$ cat config.mk
export PLATFORM = sky130hd
export DESIGN_NAME = sha2_block_sequencer
export DESIGN_NICKNAME = d
export VERILOG_FILES = /design/src/rtl/sha2_block_sequencer.sv
export SDC_FILE = /design/constraint.sdc
export NUM_CORES = 1
export LEC_CHECK = 0
export BUFFER_PORTS_ARGS = -buffer_cell sky130_fd_sc_hd__clkbuf_2
export CAP_MARGIN = 20
export CORE_MARGIN = 5
export CORE_UTILIZATION = 24
export DETAILED_ROUTE_END_ITERATION = 7
export HOLD_SLACK_MARGIN = 0.12
export SLEW_MARGIN = 20
export SYNTH_ARGS = -nofsm -noshare
export SYNTH_HDL_FRONTEND = slang
export SYNTH_SLANG_ARGS = --single-unit
export TNS_END_PERCENT = 20
$ cat constraint.sdc
create_clock -name clk -period 3.4 [get_ports clk]
set_input_delay 1.02 -clock clk [delete_from_list [all_inputs] [get_ports clk]]
set_output_delay 1.02 -clock clk [all_outputs]
set_load 0.005 [all_outputs]
$ cat src/rtl/sha2_block_sequencer.sv
// Byte-stream front end for a SHA-256 core: packs message bytes into 32-bit big-endian
// block-buffer words, appends FIPS 180-4 padding and length, and sequences core starts.
module sha2_block_sequencer #(
    parameter int unsigned CNT_W = 32
) (
    input  logic        clk,
    input  logic        rst_n,
    input  logic [7:0]  in_data,
    input  logic        in_valid,
    output logic        in_ready,
    input  logic        msg_end,
    output logic        core_we,
    output logic [3:0]  core_waddr,
    output logic [31:0] core_wdata,
    output logic        core_start,
    output logic        core_first,
    input  logic        core_done,
    output logic        busy,
    output logic        msg_done
);

    typedef enum logic [2:0] {StIdle, StFill, StPad, StLen, StStart, StWait} state_e;

    state_e           state;
    logic [5:0]       bp;
    logic [23:0]      acc;
    logic [CNT_W-1:0] cnt;
    logic             first;
    logic             ended;
    logic             term;
    logic             has_len;

    logic             accept;
    logic             end_seen;
    logic             emit;
    logic [7:0]       emit_byte;
    logic [63:0]      bit_len;
    logic [5:0]       len_shift;

    assign accept    = in_valid & in_ready;
    assign end_seen  = msg_end & in_ready;
    assign bit_len   = 64'(cnt) << 3;
    // Length bytes leave MSB first: byte 56 carries bits [63:56].
    assign len_shift = {3'd7 - bp[2:0], 3'b000};

    always_comb begin
        emit      = 1'b0;
        emit_byte = 8'h00;
        case (state)
            StIdle, StFill: begin
                emit      = accept;
                emit_byte = in_data;
            end
            StPad: begin
                emit      = 1'b1;
                emit_byte = ended ? 8'h00 : 8'h80;
            end
            StLen: begin
                emit      = 1'b1;
                emit_byte = 8'(bit_len >> len_shift);
            end
            default: ;
        endcase
    end

    always_ff @(posedge clk or negedge rst_n) begin
        if (!rst_n) begin
            state      <= StIdle;
            bp         <= 6'd0;
            acc        <= 24'd0;
            cnt        <= '0;
            first      <= 1'b1;
            ended      <= 1'b0;
            term       <= 1'b0;
            has_len    <= 1'b0;
            in_ready   <= 1'b0;
            core_we    <= 1'b0;
            core_waddr <= 4'd0;
            core_wdata <= 32'd0;
            core_start <= 1'b0;
            core_first <= 1'b0;
            busy       <= 1'b0;
            msg_done   <= 1'b0;
        end else begin
            core_we    <= 1'b0;
            core_start <= 1'b0;
            core_first <= 1'b0;
            msg_done   <= 1'b0;

            if (emit) begin
                bp <= bp + 6'd1;
                if (bp[1:0] == 2'd3) begin
                    core_we    <= 1'b1;
                    core_waddr <= bp[5:2];
                    core_wdata <= {acc, emit_byte};
                end else begin
                    acc <= {acc[15:0], emit_byte};
                end
            end

            case (state)
                StIdle, StFill: begin
                    if (accept) begin
                        busy <= 1'b1;
                        if (cnt != {CNT_W{1'b1}}) begin
                            cnt <= cnt + CNT_W'(1);
                        end
                    end
                    if (end_seen) begin
                        busy <= 1'b1;
                        term <= 1'b1;
                    end
                    // A full block takes priority; a simultaneous end resumes as PAD after WAIT.
                    if (accept && bp == 6'd63) begin
                        state    <= StStart;
                        in_ready <= 1'b0;
                    end else if (end_seen) begin
                        state    <= StPad;
                        in_ready <= 1'b0;
                    end else begin
                        if (accept) begin
                            state <= StFill;
                        end
                        in_ready <= 1'b1;
                    end
                end
                StPad: begin
                    ended <= 1'b1;
                    if (bp == 6'd55) begin
                        state <= StLen;
                    end else if (bp == 6'd63) begin
                        state <= StStart;
                    end
                end
                StLen: begin
                    if (bp == 6'd63) begin
                        state   <= StStart;
                        has_len <= 1'b1;
                    end
                end
                StStart: begin
                    core_start <= 1'b1;
                    core_first <= first;
                    first      <= 1'b0;
                    state      <= StWait;
                end
                StWait: begin
                    if (core_done) begin
                        if (has_len) begin
                            msg_done <= 1'b1;
                            busy     <= 1'b0;
                            cnt      <= '0;
                            first    <= 1'b1;
                            ended    <= 1'b0;
                            term     <= 1'b0;
                            has_len  <= 1'b0;
                            state    <= StIdle;
                            in_ready <= 1'b1;
                        end else if (term) begin
                            state <= StPad;
                        end else begin
                            state    <= StFill;
                            in_ready <= 1'b1;
                        end
                    end
                end
                default: state <= StIdle;
            endcase
        end
    end

endmodule

Word level (Yosys, flattened, before mapping)
Cells that the tools add are included.
{"block": "classes", "n_addsub": 3, "mul": 0, "div_mod_pow": 0, "order_cmp": 0, "n_eq_ne": 18, "shift": 1, "n_mux": 44, "bitwise": 3, "n_reduce_logical": 18}
{"cell": "2-to-1 mux 32 bit", "count": 4}
{"cell": "case mux 32 bit (2 select lines)", "count": 1}
{"cell": "right shift 35 x 6 -> 8 bit", "count": 1}
{"cell": "adder 32 x 1 -> 32 bit (second input constant)", "count": 1}
{"cell": "!= test 32 bit (second input constant)", "count": 1}
{"cell": "case mux 8 bit (3 select lines)", "count": 1}
{"cell": "2-to-1 mux 1 bit", "count": 21}
{"cell": "2-to-1 mux 3 bit", "count": 6}
{"cell": "case mux 3 bit (5 select lines)", "count": 1}
{"cell": "case mux 1 bit (2 select lines)", "count": 7}
{"cell": "== test 6 bit (second input constant)", "count": 2}
{"cell": "!= test 2 bit (second input constant)", "count": 6}
{"cell": "AND reduction 3 bit", "count": 4}
{"cell": "2-to-1 mux 8 bit", "count": 1}
{"cell": "AND reduction 4 bit", "count": 2}
{"cell": "nonzero test 2 bit", "count": 4}
{"cell": "adder 6 x 1 -> 6 bit (second input constant)", "count": 1}
{"cell": "== test 3 x 2 -> 1 bit (second input constant)", "count": 2}
{"cell": "== test 3 bit (second input constant)", "count": 2}
{"cell": "!= test 3 bit (second input constant)", "count": 2}
{"cell": "AND reduction 2 bit", "count": 3}
{"cell": "AND reduction 5 bit", "count": 1}
{"cell": "2-to-1 mux 2 bit", "count": 2}
{"cell": "!= test 4 bit (second input constant)", "count": 1}
{"cell": "8 further kinds", "count": 10}
{"block": "totals", "register_bits": 111, "latchBits": 0, "ramBits": 0, "rom_bits": 0, "in_bits": 13, "out_inout_bits": 42, "elab_cells": 103, "n_memories": 0}

Logic depth before layout (Yosys ltp)
Gate-level depths: netlist of run 1.
{"block": "depth", "word_depth": 5, "mapped_depth": 8, "ltp_nobuf": 6}

Worst setup path after synthesis of run 1
Ideal clock, no wire load.
{"block": "synth_path", "path_type": "in2reg", "start": "input port in_valid", "end": "register core_waddr[0]", "setup_ns": 0.125, "t_arrival_ns": 2.231, "slack_ns": 1.044, "path_stages": 6, "path_cell_list": "a21oi_1 nor2_1 and2_1 buf_2 buf_2 mux2_2"}
{"block": "synth_via", "elab_chain_len": 3}
{"item": "from (decl)", "line": "9", "rtl": "input logic in_valid,"}
{"item": "AND 1 bit", "line": "40", "rtl": "assign accept = in_valid & in_ready;"}
{"item": "case mux 1 bit (2 select lines)", "line": "49", "rtl": "case (state)"}
{"item": "AND reduction 2 bit (no source line)"}
{"item": "to (signal assigned)", "line": "94", "rtl": "core_waddr <= bp[5:2];"}
{"item": "to (decl)", "line": "13", "rtl": "output logic [3:0] core_waddr,"}
No other way between the ends.
A chain may end at the register's enable or synchronous reset.

Final worst setup path of run 1
{"block": "layout_path", "start": "register state[2]", "end": "register cnt[12]"}
{"block": "layout_via", "elab_chain_len": 4, "word_cells_on_any_way": 11}
{"item": "from (decl)", "line": "24", "rtl": "state_e state;"}
{"item": "from (signal assigned)", "line": "68", "rtl": "state <= StIdle;"}
{"item": "from (signal assigned)", "line": "115", "rtl": "state <= StStart;"}
{"item": "from (signal assigned)", "line": "118", "rtl": "state <= StPad;"}
{"item": "== test 3 x 1 -> 1 bit / logical NOT 3 bit (equally long branches)", "line": "101", "rtl": "case (state)"}
{"item": "OR reduction 2 bit", "line": "101"}
{"item": "!= test 2 bit (no source line) / nonzero test 2 bit (equally long branches)"}
{"item": "AND reduction 5 bit (no source line)"}
{"item": "to (signal assigned)", "line": "106", "rtl": "cnt <= cnt + CNT_W'(1);"}
{"item": "to (decl)", "line": "27", "rtl": "logic [CNT_W-1:0] cnt;"}
Parallel ways exist; a longest one is shown, timed or not.

==> results of run 1 <==
[Yosys cell counts (all sizes together) (2+ instances only)]
master  count
a211o       4
a21o        6
a21oi      26
a222oi      3
a22oi       6
a31oi      17
a41oi       6
and2        8
and3       13
and4        7
buf        17
clkbuf     17
dfrtp     110
ha          3
inv         6
mux2       47
mux2i       5
mux4        5
nand2      29
nand3      18
nand4      16
nor2       34
nor2b       4
nor3       14
nor4        7
o211a       2
o21ai      16
o22ai       2
o31ai      20
o32ai       2
o41ai       3
xnor2       3
xor2        2
[through the flow]
stage | utilization | instance area, um2 | setup slack [ps] | cells | power [mW]
after CTS | 0.2810 | 6305 | 878.1 | 826 | 4.956
after global placement | 0.2683 | 6020 | 792.8 | 810 | 3.881
final | 0.2810 | 6305 | 839.7 | 826 | 4.898
after detailed placement | 0.2683 | 6020 | 742.3 | 810 | 3.915
after floorplan | - | 5411 | 1044 | 491 | 3.252
after global routing | 0.2810 | 6305 | 606.8 | 826 | 5.253
[worst max-delay path, cell delays in order, from the launching register on]
cell,delay (ps)
dfrtp_1,630
nor2b_1,360
and4_1,510
nor2_1,130
buf_4,200
nor2_2,430
a31oi_1,160
[cell type report]
| type | count | area, um2 |
|---|---|---|
| Clock buffer | 9 | 225.2 |
| Clock inverter | 7 | 60.06 |
| Fill cell | 2311 | 16130 |
| Inverter | 6 | 22.52 |
| Multi-Input combinational cell | 340 | 2459 |
| Sequential cell | 111 | 2779 |
| Tap cell | 285 | 356.6 |
| Timing Repair Buffer | 68 | 402.9 |
[power breakdown]
group | switching (mW) | internal, mW | leakage [nW]
Sequential | 0.413 | 1.79 | 1.35
Combinational | 0.797 | 0.860 | 1.19
Clock | 0.526 | 0.514 | 0.143
Total | 1.74 | 3.16 | 2.68
[worst paths after layout]
kind                          start        endpoint  slack (ps)  cells after the start
max                        state[2]         cnt[12]         840                      6
max reg2reg                state[2]         cnt[12]         840                      6
min in group asynchronous     rst_n  core_wdata[23]         610                      1
max in group asynchronous     rst_n         cnt[17]        2140                      2
min reg2reg                   bp[5]           bp[5]         490                      1
min                           bp[5]           bp[5]         490                      1
[cells by family (layout without fill, tap and decap cells)]
group | count (synthesis) | count (layout) | share of synthesized area
buffers and inverters | 40 | 90 | 0.03329
XOR/XNOR | 5 | 5 | 0.008094
AND/OR/NAND/NOR | 153 | 153 | 0.1570
flip-flops | 111 | 111 | 0.5135
multiplexers | 57 | 57 | 0.1286
adder cells (fa/ha/maj) | 3 | 3 | 0.006937
AO/OA/AOI/OAI | 122 | 122 | 0.1526
[metal layers]
| metal | track usage | part of all wire |
|---|---|---|
| met5 | 0 | 0 |
| met1 | 0.1479 | 0.47 |
| met4 | 0.03715 | 0.015 |
| met2 | 0.1636 | 0.46 |
| met3 | 0.02632 | 0.055 |
[state kept, by name, indices dropped and copies added, names as in the netlist]
| register | flops |
|---|---|
| core_wdata | 32 |
| core_first | 1 |
| first | 1 |
| core_start | 1 |
| msg_done | 1 |
| acc | 24 |
| has_len | 1 |
| core_we | 1 |
| cnt | 32 |
| state | 3 |
| ended | 1 |
| in_ready | 1 |
| bp | 6 |
| busy | 1 |
| core_waddr | 4 |
| term | 1 |
==> metrics.txt, run 1 <==
# TYPE chip_impl_metric gauge
chip_impl_metric{name="cellPowerDensity",unit="nW/um2"} 776.9
chip_impl_metric{name="grt_pass1_wl",unit="um"} 22580
chip_impl_metric{name="clkLatencyLatePin",unit="ps"} 360
chip_impl_metric{name="tns",unit="ps"} 0
chip_impl_info{name="timing_worst_setup_path_type",value="flip-flop to flip-flop"} 1
chip_impl_metric{name="floorplan.rows",unit=""} 55
chip_impl_metric{name="whs",unit="ps"} 491.7
chip_impl_metric{name="die_width",unit="um"} 160.2
chip_impl_metric{name="worst_ir_drop_vdd",unit="uV"} 269.7
chip_impl_metric{name="post_cts_hold_buffer_count",unit=""} 0
chip_impl_metric{name="portBuffers",unit=""} 54
chip_impl_metric{name="wirelength",unit="um"} 13560
chip_impl_metric{name="detailroute.via_count",unit=""} 4212
chip_impl_metric{name="grt_pass1_vias",unit=""} 4100
chip_impl_info{name="post_synth_main_area_contributors",value="dfrtp_1, mux2_2, o31ai_1, a21oi_1, nor2_1"} 1
chip_impl_metric{name="core",unit="um2"} 22430
chip_impl_metric{name="dr.first_iter.drc_count",unit=""} 460
chip_impl_info{name="cp-start-kind",value="flip-flop"} 1
chip_impl_metric{name="drt.antenna.violating_nets",unit=""} 0
chip_impl_metric{name="drive_above_1_share",unit=""} 0.2773
chip_impl_metric{name="detail_route.drc_violations",unit=""} 0
chip_impl_metric{name="synth_register_bits",unit=""} 111
chip_impl_metric{name="clkSinkCount",unit=""} 111
chip_impl_metric{name="netlist_area",unit="um2"} 5411
chip_impl_metric{name="floorplan.io_pins",unit=""} 55
chip_impl_info{name="mostFrequentLayoutCell",value="dfrtp_1"} 1
chip_impl_metric{name="design.die.area",unit="um2"} 25650
chip_impl_metric{name="number_of_h_tree_levels",unit=""} 3
chip_impl_metric{name="post_synthesis_async_set_or_reset_flop_share",unit=""} 1.000
chip_impl_metric{name="number_of_buffers_inserted_during_clock_tree_synthesis",unit=""} 9
chip_impl_info{name="outcome",value="finished clean"} 1
chip_impl_metric{name="finish.net_count",unit=""} 552
chip_impl_metric{name="critical_path_required",unit="ps"} 3620
chip_impl_metric{name="clk_path_buf_depth",unit=""} 2
chip_impl_info{name="commonest_register_cell_after_synthesis",value="dfrtp_1"} 1
chip_impl_metric{name="vias_per_std_cell",unit=""} 5.099
chip_impl_info{name="worst_setup_path_end_kind",value="flip-flop"} 1
chip_impl_metric{name="detailedPlacementHpwl",unit="um"} 9555
chip_impl_metric{name="syn_inst",unit=""} 491
chip_impl_metric{name="report.final.slew_viol_count",unit=""} 0
chip_impl_metric{name="worst_max_slew_pin_slew",unit="ps"} 779.7
chip_impl_metric{name="synthToLayoutAreaGrowth",unit="%"} 16.51
chip_impl_info{name="buffer_cell_driving_the_clock_tree_root",value="clkbuf_16"} 1
chip_impl_metric{name="slew-limit-headroom",unit=""} 0.4789
chip_impl_metric{name="diodes",unit=""} 0
chip_impl_metric{name="dr.pass1.iters",unit=""} 5
chip_impl_metric{name="cp_data_arrival_time",unit="ps"} 2780
chip_impl_metric{name="timing_hold_violations_final",unit=""} 0
chip_impl_metric{name="synth_cell_types",unit=""} 61
chip_impl_info{name="grt_setup_unrepaired",value="false"} 1
chip_impl_metric{name="synthesis.nets",unit=""} 507
chip_impl_metric{name="grt-ovfl-total",unit=""} 0
chip_impl_metric{name="grt_antenna_before_repair",unit=""} 0
chip_impl_metric{name="grt_start_max_net_pins",unit=""} 43
chip_impl_metric{name="synth.avg_cell_area",unit="um2"} 11.02
chip_impl_metric{name="clk_skew",unit="ps"} 7.712
chip_impl_metric{name="initial_utilization",unit=""} 0.2412
chip_impl_info{name="cts_tree",value="yes"} 1
chip_impl_metric{name="die_h",unit="um"} 160.2
chip_impl_metric{name="detail_route.wl_per_cell",unit="um"} 16.42
chip_impl_metric{name="edff_count_synth",unit=""} 0
chip_impl_metric{name="final_min_period_over_clock_period",unit=""} 0.7530
chip_impl_info{name="synth_top_cell_by_area",value="dfrtp_1"} 1
chip_impl_metric{name="clk_pin_slew",unit="ps"} 80
chip_impl_metric{name="grt.total_usage",unit=""} 0.1070
chip_impl_metric{name="setup_viol",unit=""} 0
chip_impl_metric{name="gp_congestion",unit=""} 0.8726
chip_impl_metric{name="post-cts-setup-buffers",unit=""} 0
chip_impl_metric{name="synth_top_area_frac",unit=""} 0.5087
chip_impl_metric{name="ctsResizeCount",unit=""} 0
chip_impl_metric{name="maxCapViolCount",unit=""} 0
chip_impl_metric{name="fmaxAchievable",unit="MHz"} 390.6
chip_impl_metric{name="timing.critical_path.fanout_max",unit=""} 14
chip_impl_metric{name="portion_of_the_post_synthesis_area_used_by_sequential_elements",unit=""} 0.5135
chip_impl_info{name="layout.cells.most_common_list",value="dfrtp_1, clkbuf_2, mux2_2"} 1
chip_impl_metric{name="total_number_of_yosys_warnings",unit=""} 0
chip_impl_metric{name="final_period_minus_worst_setup_slack",unit="ps"} 2560
chip_impl_info{name="worst_hold_path_type",value="flip-flop to flip-flop"} 1
chip_impl_metric{name="power_leakage",unit="nW"} 2.676
Note: power is estimated with default switching activity, not from simulation.
==> inputs of run 2 (changes only) <==
==> constraint.sdc (replaced) <==
create_clock -name clk -period 2.3 [get_ports clk]
set_input_delay 0.69 -clock clk [delete_from_list [all_inputs] [get_ports clk]]
set_output_delay 0.69 -clock clk [all_outputs]
set_load 0.005 [all_outputs]
==> run 2 against run 1 <==
Register-to-register slack lost 630 ps. Non-clock buffer count grew 27. Hold slack lost 300 ps. Power grew 51%. First-iteration DRC count shrank 12%. Clock-buffer cell count is the same. Largest power group unchanged.
==> metrics.txt, run 2 (synthesis gave the netlist of run 1 again) <==
# TYPE chip_impl_metric gauge
chip_impl_info{name="r2r-end",value="cnt[15]"} 1
chip_impl_metric{name="timing.reg2reg.setup_slack",unit="ps"} 210
chip_impl_metric{name="critical_path_required",unit="ps"} 2520
chip_impl_metric{name="detail_route.wl_per_cell",unit="um"} 16.23
chip_impl_metric{name="detailedPlacementHpwl",unit="um"} 10010
chip_impl_metric{name="diodes",unit=""} 0
chip_impl_info{name="cts_tree",value="yes"} 1
chip_impl_info{name="mostFrequentLayoutCell",value="dfrtp_1"} 1
chip_impl_metric{name="slew-limit-headroom",unit=""} 0.5359
chip_impl_metric{name="number_of_h_tree_levels",unit=""} 3
chip_impl_metric{name="core",unit="um2"} 22430
chip_impl_metric{name="ctsResizeCount",unit=""} 0
chip_impl_metric{name="grt_pass1_vias",unit=""} 4179
chip_impl_metric{name="final_min_period_over_clock_period",unit=""} 0.9103
chip_impl_metric{name="gp_congestion",unit=""} 0.8775
chip_impl_metric{name="number_of_buffers_inserted_during_clock_tree_synthesis",unit=""} 9
chip_impl_metric{name="floorplan.io_pins",unit=""} 55
chip_impl_metric{name="post-cts-setup-buffers",unit=""} 0
chip_impl_metric{name="report.final.slew_viol_count",unit=""} 0
chip_impl_info{name="worst_setup_path_end_kind",value="flip-flop"} 1
chip_impl_info{name="critical_path.most_common_cell",value="buf_4"} 1
chip_impl_metric{name="power_leakage",unit="nW"} 2.825
chip_impl_info{name="worst_r2r_startpoint",value="state[1]"} 1
chip_impl_metric{name="tns",unit="ps"} 0
chip_impl_metric{name="grt-ovfl-total",unit=""} 0
chip_impl_info{name="worst_hold_path_type",value="primary input to async pin"} 1
chip_impl_metric{name="initial_utilization",unit=""} 0.2412
chip_impl_info{name="outcome",value="finished clean"} 1
chip_impl_metric{name="critical_path_depth",unit=""} 7
chip_impl_metric{name="detailroute.via_count",unit=""} 4327
chip_impl_metric{name="die_width",unit="um"} 160.2
chip_impl_metric{name="postLayoutCoreUtil",unit=""} 0.2921
chip_impl_metric{name="cellPowerDensity",unit="nW/um2"} 1131
chip_impl_metric{name="grt_antenna_before_repair",unit=""} 0
chip_impl_metric{name="clk_skew",unit="ps"} 7.635
chip_impl_metric{name="clk_path_buf_depth",unit=""} 2
chip_impl_metric{name="wirelength",unit="um"} 13850
chip_impl_metric{name="clk_pin_slew",unit="ps"} 80
chip_impl_info{name="layout.cells.most_common_list",value="dfrtp_1, clkbuf_2, mux2_2"} 1
chip_impl_metric{name="dr.first_iter.drc_count",unit=""} 406
chip_impl_metric{name="die_h",unit="um"} 160.2
chip_impl_metric{name="setup_viol",unit=""} 0
chip_impl_metric{name="drt.antenna.violating_nets",unit=""} 0
chip_impl_metric{name="grt_pass1_wl",unit="um"} 22880
chip_impl_metric{name="cp_data_arrival_time",unit="ps"} 2310
chip_impl_metric{name="vias_per_std_cell",unit=""} 5.073
chip_impl_metric{name="worst_max_slew_pin_slew",unit="ps"} 696.2
chip_impl_metric{name="post_cts_hold_buffer_count",unit=""} 0
chip_impl_metric{name="grt.total_usage",unit=""} 0.1081
chip_impl_metric{name="clkSinkCount",unit=""} 111
chip_impl_info{name="worst_path_dominant_cell_family",value="simple AND/OR/NAND/NOR gates"} 1
chip_impl_info{name="critical_path_cell_by_cell",value="nor2b_1, and4_1, nor2_1, buf_4, nor2_2, buf_4, a31oi_1"} 1
chip_impl_metric{name="maxCapViolCount",unit=""} 0
chip_impl_metric{name="final_period_minus_worst_setup_slack",unit="ps"} 2094
chip_impl_info{name="reg.largest.list",value="cnt x32, core_wdata x32, acc x24"} 1
chip_impl_info{name="critPathSlowestCell",value="dfrtp_1"} 1
chip_impl_metric{name="timing_hold_violations_final",unit=""} 0
chip_impl_metric{name="clkLatencyLatePin",unit="ps"} 350
chip_impl_metric{name="portBuffers",unit=""} 54
chip_impl_info{name="timing.critical_path.from",value="state[1]"} 1
chip_impl_metric{name="drive_above_1_share",unit=""} 0.3116
chip_impl_metric{name="r2r_cells",unit=""} 7
chip_impl_info{name="timing_worst_setup_path_type",value="flip-flop to flip-flop"} 1
chip_impl_metric{name="worst_ir_drop_vdd",unit="uV"} 527.0
chip_impl_metric{name="detail_route.drc_violations",unit=""} 0
chip_impl_metric{name="finish.net_count",unit=""} 579
chip_impl_metric{name="timing.critical_path.fanout_max",unit=""} 18
chip_impl_metric{name="dr.pass1.iters",unit=""} 6
chip_impl_info{name="buffer_cell_driving_the_clock_tree_root",value="clkbuf_16"} 1
chip_impl_info{name="endpoint",value="cnt[15]"} 1
chip_impl_metric{name="synthToLayoutAreaGrowth",unit="%"} 21.09
chip_impl_metric{name="fmaxAchievable",unit="MHz"} 477.6
chip_impl_metric{name="design.die.area",unit="um2"} 25650
chip_impl_metric{name="cp.buffers_inverters",unit=""} 2
chip_impl_info{name="grt_setup_unrepaired",value="false"} 1
chip_impl_info{name="cp-start-kind",value="flip-flop"} 1
chip_impl_metric{name="critical_path.max_stage_delay",unit="ps"} 480
chip_impl_metric{name="floorplan.rows",unit=""} 55
chip_impl_metric{name="grt_start_max_net_pins",unit=""} 98
run 2: power breakdown:
part           internal (mW)  switching [mW]
Sequential              2.64           0.582
Clock                  0.774           0.790
Combinational           1.39            1.24
run 2: layout make-up:
class / count / area [um2]
Tap cell: 285 / 356.6
Multi-Input combinational cell: 340 / 2459
Inverter: 6 / 22.52
Clock buffer: 9 / 225.2
Sequential cell: 111 / 2779
Fill cell: 2320 / 15880
Timing Repair Buffer: 95 / 630.6
Clock inverter: 7 / 80.08
run 2: how the worst min path moves through the flow:
stage | startpoint | endpoint | slack, ps | cells past startpoint
5_1_grt | rst_n | core_wdata[31] | 190 | 1
4_1_cts | rst_n | core_wdata[31] | 190 | 1
3_3_place_gp | busy | busy | 480 | 2
2_1_floorplan | rst_n | acc[0] | 390 | 0
6_report | rst_n | core_wdata[31] | 190 | 1
3_5_place_dp | first | first | 490 | 2
run 2: stage by stage:
stage | hold WS (ps) | setup WS [ps] | std cells | total power [mW] | instance area, um2
final | 191.6 | 206.3 | 853 | 7.413 | 6553
after CTS | 188.0 | 207.0 | 853 | 7.510 | 6553
after detailed placement | 489.1 | 186.4 | 837 | 5.930 | 6247
after global routing | 191.1 | 35.58 | 853 | 7.921 | 6553
after floorplan | 394.4 | 274.4 | 491 | 4.807 | 5411
after global placement | 478.3 | 174.8 | 837 | 5.866 | 6247
run 2: layer usage:
metal  GRT usage  part of all wire  vias up
met5           0                 0        -
met4     0.02816             0.017        0
met3     0.02606             0.056       20
met2      0.1657              0.45      160
met1      0.1534              0.48     2142
li1            -                 -     2005
==> inputs of run 3 (changes only) <==
--- a/config.mk
+++ b/config.mk
@@ -11,6 +11,7 @@
 export CORE_UTILIZATION = 24
 export DETAILED_ROUTE_END_ITERATION = 7
 export HOLD_SLACK_MARGIN = 0.12
+export REMOVE_ABC_BUFFERS = 1
 export SLEW_MARGIN = 20
 export SYNTH_ARGS = -nofsm -noshare
 export SYNTH_HDL_FRONTEND = slang
==> run 3 against run 2 <==
Fmax decreased by 0.90%. Clock skew increased by 5.9 ps. Hold slack improved by 100 ps. First-iteration DRC count increased by 4.9%. Final area about the same. Non-clock buffer count decreased by 3. Clock-buffer cell count unchanged. Die area unchanged. Critical path depth unchanged. Global-route usage about the same. Worst setup slack got worse by 19 ps. Final cell count decreased by 0.35%. Highest routed layer unchanged.
==> metrics.txt, run 3 (synthesis gave the netlist of run 1 again) <==
# TYPE chip_impl_metric gauge
chip_impl_info{name="outcome",value="finished clean"} 1
chip_impl_metric{name="fin_total_pwr",unit="mW"} 7.437
chip_impl_info{name="timing_worst_setup_path_type",value="flip-flop to flip-flop"} 1
chip_impl_info{name="worst_r2r_startpoint",value="state[2]"} 1
chip_impl_info{name="cp-start-kind",value="flip-flop"} 1
chip_impl_metric{name="sequential_cell_area",unit="um2"} 2779
chip_impl_info{name="worst_hold_path_type",value="primary input to async pin"} 1
chip_impl_metric{name="maxCapViolCount",unit=""} 0
chip_impl_metric{name="grt.total_usage",unit=""} 0.1085
chip_impl_metric{name="clk_path_buf_depth",unit=""} 2
chip_impl_metric{name="critical_path.max_stage_delay",unit="ps"} 510
chip_impl_metric{name="floorplan.io_pins",unit=""} 55
chip_impl_info{name="critical_path_cell_by_cell",value="nor2b_1, and4_1, nor2_1, buf_12, nor2_2, buf_4, a31oi_1"} 1
chip_impl_metric{name="tns",unit="ps"} 0
chip_impl_info{name="grt_setup_unrepaired",value="false"} 1
chip_impl_metric{name="setup_viol",unit=""} 0
chip_impl_metric{name="timing_hold_violations_final",unit=""} 0
chip_impl_metric{name="filler_cell_count",unit=""} 2317
chip_impl_metric{name="post_cts_hold_buffer_count",unit=""} 0
chip_impl_info{name="cts_tree",value="yes"} 1
chip_impl_metric{name="gp_congestion",unit=""} 0.8810
chip_impl_metric{name="detail_route.drc_violations",unit=""} 0
chip_impl_info{name="buffer_cell_driving_the_clock_tree_root",value="clkbuf_16"} 1
chip_impl_metric{name="dr.pass1.iters",unit=""} 5
chip_impl_metric{name="power_leakage",unit="nW"} 2.822
chip_impl_info{name="r2r-end",value="cnt[10]"} 1
chip_impl_metric{name="detailedPlacementHpwl",unit="um"} 10100
chip_impl_metric{name="portBuffers",unit=""} 54
chip_impl_metric{name="post-cts-setup-buffers",unit=""} 0
chip_impl_info{name="critPathSlowestCell",value="dfrtp_1"} 1
chip_impl_metric{name="placed_cells_incl_taps",unit=""} 834
chip_impl_info{name="reg.largest.list",value="cnt x32, core_wdata x32, acc x24"} 1
chip_impl_info{name="worst_setup_path_end_kind",value="flip-flop"} 1
chip_impl_metric{name="timing.critical_path.fanout_max",unit=""} 18
chip_impl_metric{name="worst_max_slew_pin_slew",unit="ps"} 520.9
chip_impl_metric{name="diodes",unit=""} 0
chip_impl_metric{name="worst_ir_drop_vdd",unit="uV"} 517.1
chip_impl_metric{name="finish.instance_area",unit="um2"} 6550
chip_impl_metric{name="grt-ovfl-total",unit=""} 0
chip_impl_metric{name="final_min_period_over_clock_period",unit=""} 0.9186
chip_impl_metric{name="timing.reg2reg.setup_slack",unit="ps"} 190
chip_impl_metric{name="layout.cells.non_filler",unit=""} 850
chip_impl_metric{name="wirelength",unit="um"} 13880
chip_impl_metric{name="cellPowerDensity",unit="nW/um2"} 1135
chip_impl_metric{name="dpl-instance-area",unit="um2"} 6237
chip_impl_metric{name="detail_route.wl_per_cell",unit="um"} 16.32
chip_impl_metric{name="finish.net_count",unit=""} 576
chip_impl_metric{name="ctsResizeCount",unit=""} 0
chip_impl_metric{name="die_h",unit="um"} 160.2
chip_impl_metric{name="detailroute.via_count",unit=""} 4293
chip_impl_metric{name="slew-limit-headroom",unit=""} 0.6478
chip_impl_metric{name="core",unit="um2"} 22430
chip_impl_metric{name="grt_antenna_before_repair",unit=""} 0
chip_impl_metric{name="die_width",unit="um"} 160.2
chip_impl_metric{name="grt_pass1_wl",unit="um"} 22920
chip_impl_metric{name="initial_utilization",unit=""} 0.2412
chip_impl_metric{name="report.final.slew_viol_count",unit=""} 0
chip_impl_metric{name="clkSinkCount",unit=""} 111
chip_impl_metric{name="dr.first_iter.drc_count",unit=""} 426
chip_impl_metric{name="fmaxAchievable",unit="MHz"} 473.3
chip_impl_metric{name="drive_above_1_share",unit=""} 0.3097
chip_impl_metric{name="vias_per_std_cell",unit=""} 5.051
chip_impl_metric{name="clkLatencyLatePin",unit="ps"} 360
chip_impl_metric{name="grt_pass1_vias",unit=""} 4122
chip_impl_metric{name="cp.buffers_inverters",unit=""} 2
chip_impl_metric{name="cp_data_arrival_time",unit="ps"} 2320
chip_impl_metric{name="clk_skew",unit="ps"} 13.57
chip_impl_metric{name="r2r_cells",unit=""} 7
chip_impl_metric{name="whs",unit="ps"} 292.0
chip_impl_metric{name="critical_path_required",unit="ps"} 2510
chip_impl_metric{name="multi_input_comb_area",unit="um2"} 2460
chip_impl_metric{name="grt_start_max_net_pins",unit=""} 45
chip_impl_info{name="worst_path_dominant_cell_family",value="simple AND/OR/NAND/NOR gates"} 1
chip_impl_metric{name="final_period_minus_worst_setup_slack",unit="ps"} 2113
chip_impl_metric{name="synthToLayoutAreaGrowth",unit="%"} 21.04
chip_impl_metric{name="floorplan.rows",unit=""} 55
chip_impl_metric{name="number_of_h_tree_levels",unit=""} 3
chip_impl_metric{name="design.die.area",unit="um2"} 25650
chip_impl_metric{name="number_of_buffers_inserted_during_clock_tree_synthesis",unit=""} 9
chip_impl_info{name="mostFrequentLayoutCell",value="dfrtp_1"} 1
chip_impl_metric{name="clk_pin_slew",unit="ps"} 80
chip_impl_info{name="layout.cells.most_common_list",value="dfrtp_1, clkbuf_2, mux2_2"} 1
chip_impl_metric{name="drt.antenna.violating_nets",unit=""} 0
-- run 3: cell types whose count changed in the layout (fill, tap and decap cells not counted) --
cell	change
inv_12	+1
clkinvlp_4	-1
inv_6	+2
buf_4	-4
inv_8	-1
and2_2	+1
clkinv_4	-1
and2_1	-1
buf_12	+1
-- run 3: layout make-up --
cell class                      count  area share
Inverter                            6    0.003438
Clock inverter                      7     0.01318
Timing Repair Buffer               92     0.09475
Clock buffer                        9     0.03438
Multi-Input combinational cell    340      0.3755
Tap cell                          285     0.05444
Sequential cell                   111      0.4243
-- run 3: metal layers --
layer / routed length [um] / global-route usage / up-vias
met1: 6323 / 0.1459 / 2125
met5: 0 / 0 / -
met2: 6575 / 0.1744 / 138
met3: 767 / 0.02787 / 19
met4: 208 / 0.02894 / 0
li1: - / - / 2011
-- run 3: worst max path at each step --
stage | endpoint | from | slack, ps | depth (start not counted)
final | cnt[10] | state[2] | 190 | 7
after floorplan | acc[10] | bp[0] | -1020 | 3
after CTS | cnt[25] | state[2] | 200 | 6
after global placement | cnt[29] | state[2] | 220 | 6
after detailed placement | state[1] | state[2] | 220 | 4
after global routing | cnt[28] | cnt[0] | 20 | 7
-- run 3: power by group --
group          internal [mW]  total (mW)  switching [mW]
combinational           1.38        2.63            1.25
sequential              2.64        3.20           0.552
clock                  0.787        1.61           0.819
total                   4.81        7.44            2.63
-- run 3: worst register-to-register path: stages (launching register included) --
cell and delay (ps):
dfrtp_1 510, nor2b_1 320, and4_1 400, nor2_1 130
buf_12 170, nor2_2 110, buf_4 210, a31oi_1 120
-- run 3: per-stage QoR --
stage	setup WS, ps	util
2_1_floorplan	-1016	-
3_3_place_gp	221.5	0.2780
3_5_place_dp	224.0	0.2780
4_1_cts	195.1	0.2919
5_1_grt	24.04	0.2920
6_report	187.3	0.2920
